$ cat src/rtl/pc_sequencer.sv
// Next-PC controller for the fetch-stage PC latch: boot window, run, wrong-path flush and halt.
// pc_d is combinational so a redirect target reaches the latch in the same cycle it is requested.
module pc_sequencer #(
  parameter int unsigned          PC_W         = 12,
  parameter logic [PC_W-1:0]      RESET_PC     = '0,
  parameter int unsigned          BOOT_CYCLES  = 2,
  parameter int unsigned          FLUSH_CYCLES = 2
) (
  input  logic            clock,
  input  logic            reset,
  input  logic [PC_W-1:0] pc_q,
  input  logic            stall,
  input  logic            branch_taken,
  input  logic [PC_W-1:0] branch_target,
  input  logic            jump,
  input  logic [PC_W-1:0] jump_target,
  input  logic            halt,
  output logic [PC_W-1:0] pc_d,
  output logic            fetch_valid,
  output logic            flush,
  output logic            halted,
  output logic [1:0]      state,
  output logic [15:0]     stall_cycles
);

  localparam int unsigned CntMax = (BOOT_CYCLES > FLUSH_CYCLES) ? BOOT_CYCLES : FLUSH_CYCLES;
  localparam int unsigned CntW   = $clog2(CntMax + 1);

  localparam logic [CntW-1:0] BootLast  = CntW'(BOOT_CYCLES - 1);
  localparam logic [CntW-1:0] FlushLast = CntW'(FLUSH_CYCLES - 1);

  typedef enum logic [1:0] {
    StBoot  = 2'd0,
    StRun   = 2'd1,
    StFlush = 2'd2,
    StHalt  = 2'd3
  } state_e;

  state_e          state_q, state_d;
  logic [CntW-1:0] cnt_q, cnt_d;
  logic [15:0]     stall_cycles_q, stall_cycles_d;
  logic            fetch_valid_q, fetch_valid_d;
  logic            flush_q, flush_d;
  logic            halted_q, halted_d;
  logic            stall_hit;
  logic [PC_W-1:0] pc_inc;

  assign pc_inc = pc_q + PC_W'(1);

  always_comb begin
    state_d   = state_q;
    cnt_d     = cnt_q;
    pc_d      = pc_q;
    stall_hit = 1'b0;

    unique case (state_q)
      StBoot: begin
        pc_d = RESET_PC;
        if (cnt_q == BootLast) begin
          state_d = StRun;
          cnt_d   = '0;
        end else begin
          cnt_d = cnt_q + CntW'(1);
        end
      end
      StRun: begin
        if (branch_taken) begin
          pc_d    = branch_target;
          state_d = StFlush;
          cnt_d   = '0;
        end else if (jump) begin
          pc_d    = jump_target;
          state_d = StFlush;
          cnt_d   = '0;
        end else if (stall) begin
          stall_hit = 1'b1;
        end else if (halt) begin
          state_d = StHalt;
        end else begin
          pc_d = pc_inc;
        end
      end
      StFlush: begin
        // A redirect on the wrong path restarts the flush window; halt here is wrong-path too.
        if (branch_taken) begin
          pc_d  = branch_target;
          cnt_d = '0;
        end else if (jump) begin
          pc_d  = jump_target;
          cnt_d = '0;
        end else begin
          if (stall) begin
            stall_hit = 1'b1;
          end else begin
            pc_d = pc_inc;
          end
          if (cnt_q == FlushLast) begin
            state_d = StRun;
            cnt_d   = '0;
          end else begin
            cnt_d = cnt_q + CntW'(1);
          end
        end
      end
      StHalt: begin
        pc_d = pc_q;
      end
      default: begin
        state_d = StBoot;
        cnt_d   = '0;
      end
    endcase
  end

  always_comb begin
    stall_cycles_d = stall_cycles_q;
    if (stall_hit && (stall_cycles_q != 16'hFFFF)) begin
      stall_cycles_d = stall_cycles_q + 16'd1;
    end
    fetch_valid_d = (state_d == StRun) || (state_d == StFlush);
    flush_d       = (state_d == StFlush);
    halted_d      = (state_d == StHalt);
  end

  always_ff @(posedge clock or posedge reset) begin
    if (reset) begin
      state_q        <= StBoot;
      cnt_q          <= '0;
      stall_cycles_q <= '0;
      fetch_valid_q  <= 1'b0;
      flush_q        <= 1'b0;
      halted_q       <= 1'b0;
    end else begin
      state_q        <= state_d;
      cnt_q          <= cnt_d;
      stall_cycles_q <= stall_cycles_d;
      fetch_valid_q  <= fetch_valid_d;
      flush_q        <= flush_d;
      halted_q       <= halted_d;
    end
  end

  assign state        = state_q;
  assign fetch_valid  = fetch_valid_q;
  assign flush        = flush_q;
  assign halted       = halted_q;
  assign stall_cycles = stall_cycles_q;

endmodule

$ cat config.mk
export PLATFORM = sky130hd
export DESIGN_NAME = pc_sequencer
export DESIGN_NICKNAME = d
export VERILOG_FILES = /design/src/rtl/pc_sequencer.sv
export SDC_FILE = /design/constraint.sdc
export NUM_CORES = 1
export LEC_CHECK = 0
export ABC_AREA = 1
export ABC_CLOCK_PERIOD_IN_PS = 3900
export CAP_MARGIN = 20
export CORE_MARGIN = 4
export CORE_UTILIZATION = 50
export CTS_BUF_LIST = sky130_fd_sc_hd__clkbuf_16
export DETAILED_ROUTE_END_ITERATION = 10
export PLACE_DENSITY = 0.87
export SYNTH_ARGS = -nofsm -noshare
export SYNTH_HDL_FRONTEND = slang
export SYNTH_SLANG_ARGS = --single-unit
export TNS_END_PERCENT = 30
$ cat constraint.sdc
create_clock -name clock -period 3.9 [get_ports clock]
set_input_delay 0.39 -clock clock [delete_from_list [all_inputs] [get_ports clock]]
set_output_delay 0.39 -clock clock [all_outputs]
set_load 0.01 [all_outputs]
==> metrics.txt <==
WHS Path Cells 2; Reg power frac 25.8%; Synth Warn # 0; hold_buf cts 0; Worst R2R Start state[0]; Worst Max-Slew Pin Slew a little under 0.9 ns; R2R Path End fetch_valid; 1st-iter DRT viols 178; setup_tns 0 ns; total CTS buffers 3; Synth cell types 32; WL final between 6000 and 7000 um; PortBufs 74; row count 23; Worst EP arrival between 2 and 3 ns; hpwl dp around 4900 um; Synth top area share between 20% and 30%; syn_area_per_cell roughly 6.5 sq um; H-tree Lvls 1; Hold Violations, Final 0; Hold EP cnt_q[1]; Post-synth top flop dfrtp_1; initial antenna violation count 0; Logic pwr share approximately three fifths; Post-synth EDFFs 0; Clk Tree Root Cell clkbuf_16; Max Freq 336 MHz; DP Cell Count between 400 and 500; register area share after synthesis approximately a quarter; Fillers 344; Worst-path clk slew 0.06 ns; Worst EP required 3.51 ns; pwr/cell area ~520 nW/um^2; DIE AREA approximately 5400 sq um; io pins 75; R2R Setup Slk about 2.0 ns; DR pass1 iterations 5; Layout area overhead 39.2%; Max-slew headroom a little over two fifths; most frequent cells after synthesis nand2_1, inv_1, nor2_1; FF-to-FF path depth 7; Core Footprint just over 4000 sq um; syn nets 386; WL/cell 13.5 um; vias in the first global route 2226; Max Clock Skew 0.00295 ns; Post-CTS Setup Bufs 0; maxcap violations 0; # diodes 0; first-pass GRT wire length ~10000 um; most common cell in the netlist nand2_1; min-delay src cnt_q[1]; Switching Power approximately 0.67 mW; Clock Sinks 23; VDD IR-drop max 0.430 mV; P_int about 0.91 mW; TritonCTS clock tree built; cts repair resizes 0; largest net degree at the start of global routing 24; via count around 2500; Clock Power Share 14.0%; Netlist Area Pre-Place roughly 2200 sq um; Final #Nets between 400 and 500; Pleak about 1.4 nW; Worst Hold Class reg2reg; Die Wd about 74 um; synth top area cells dfrtp_1, nand2_1, inv_1, nor2_1, ha_1; fraction of registers with async set/reset 100%; clk_lat worst skew 0.25 ns; routed vias/inst 5.41; CP Capture Type output pin; post-synth top area cell dfrtp_1; Pins Over Slew Limit 0; crit path kind reg2out; Layout Cells excl Fill between 400 and 500; # DRC 0; layout cells sized above 1 ~7.6%; Final min period roughly 3.0 ns; RSZ-0062 raised after global routing false; GRT Util Overall a little under a quarter; final setup fails 0; ANT nets after route 0; status complete, no violations; Final Wtd Congestion roughly 0.9; Initial Utilization a little over half; Switching Share around 42%; Worst Setup Start Kind flop; Synth Register Bits 23; Critical Path Fanout Max 8; GRT overflow 0; Clock Tree Buf Depth 2; Tcrit/Tclk final between 70% and 80%; cells after synthesis approximately 340; Chip Height 73.8 um
-- cells by family after synthesis --
logic type	Yosys count	share of synthesized area, %
and+or+nand+nor	179	35.9
AOI/OAI and AO/OA	63	18.7
buffers and inverters	52	9.94
DFF	23	26.6
xor gates and xnor gates	9	3.64
adders and majority gates	9	5.20
-- registers in the layout, indices dropped and copies added (netlist names) --
| signal | count |
|---|---|
| stall_cycles | 16 |
| fetch_valid | 1 |
| cnt_q | 2 |
| halted | 1 |
| flush | 1 |
| state | 2 |
-- power groups by stage --
stage               clock network [mW]  logic, mW  registers (mW)
CTS                              0.221      0.954           0.406
global route                     0.230       1.05           0.420
detailed placement                   0      0.949           0.409
floorplan                            0      0.521           0.425
finish                           0.220      0.949           0.408
global placement                     0      0.926           0.404
-- how the worst max path moves through the flow --
| stage | start | to | slack, ns | cells past startpoint |
|---|---|---|---|---|
| floorplan | state[1] | pc_d[9] | 1.96 | 9 |
| global placement | branch_taken | pc_d[6] | 1.07 | 10 |
| detailed placement | branch_taken | pc_d[6] | 1.01 | 10 |
| CTS | state[1] | pc_d[9] | 0.95 | 9 |
| global route | state[0] | pc_d[2] | 0.66 | 11 |
| finish | state[0] | pc_d[11] | 0.93 | 11 |
-- area by class of cell --
type                       instances  area (sq um)  share of cell area, %
multi-input combinational        260          1380                   45.6
timing repair buffer              75           748                   24.8
sequential                        23           576                   19.1
inverter                          46           175                   5.81
clock buffer                       3          75.1                   2.49
tap                               50          62.6                   2.07
clock inverter                     1          3.75                  0.124
-- critical path, stage by stage, from the launching register on --
cell and delay [ns]:
dfrtp_1 0.47, inv_1 0.12, ha_1 0.25, inv_1 0.12
nor2_1 0.07, nor2_1 0.35, nor2_1 0.14, nand2_1 0.09
nand3_1 0.09, nand2_1 0.07, a21oi_1 0.06, clkdlybuf4s50_1 0.50
-- per-layer routing --
metal  routed length, um  global-route usage [%]  up-vias  part of all wire [%]
li1                    -                       -     1236                     -
met1                2560                    28.3     1135                    41
met2                3250                    41.9       93                    52
met3                 304                    3.15       13                   4.9
met4                  89                    7.24        0                   1.4
met5                   0                       0        -                     0
-- placed cells by master, fill, tap and decap left out, drive strengths merged --
cell type / Yosys / final
dfrtp: 23 / 23
o221ai: 3 / 3
nand2: 107 / 107
nand4: 4 / 4
o21ai: 26 / 26
buf: 4 / 1
inv: 46 / 47
clkbuf: 2 / 3
nand3: 18 / 18
xor2: 7 / 7
nor2: 37 / 37
a21oi: 21 / 21
nand3b: 2 / 2
o211ai: 1 / 1
a31oi: 3 / 3
nor3: 11 / 11
o21bai: 1 / 1
o22ai: 1 / 1
clkdlybuf4s50: 0 / 74
ha: 9 / 9
a22o: 2 / 2
o221a: 5 / 5
xnor2: 2 / 2
-- stage by stage --
step / utilization, % / power, mW / setup WS (ns) / hold WS [ns] / instance area [sq um]
after floorplan: - / 0.946 / 1.96 / 0.392 / 2170
after global placement: 71.9 / 1.33 / 1.07 / 0.482 / 2940
after detailed placement: 71.9 / 1.36 / 1.01 / 0.480 / 2940
after CTS: 73.8 / 1.58 / 0.945 / 0.504 / 3020
after global routing: 73.8 / 1.70 / 0.663 / 0.522 / 3020
final: 73.8 / 1.58 / 0.927 / 0.495 / 3020
Note: power is estimated with default switching activity, not from simulation.
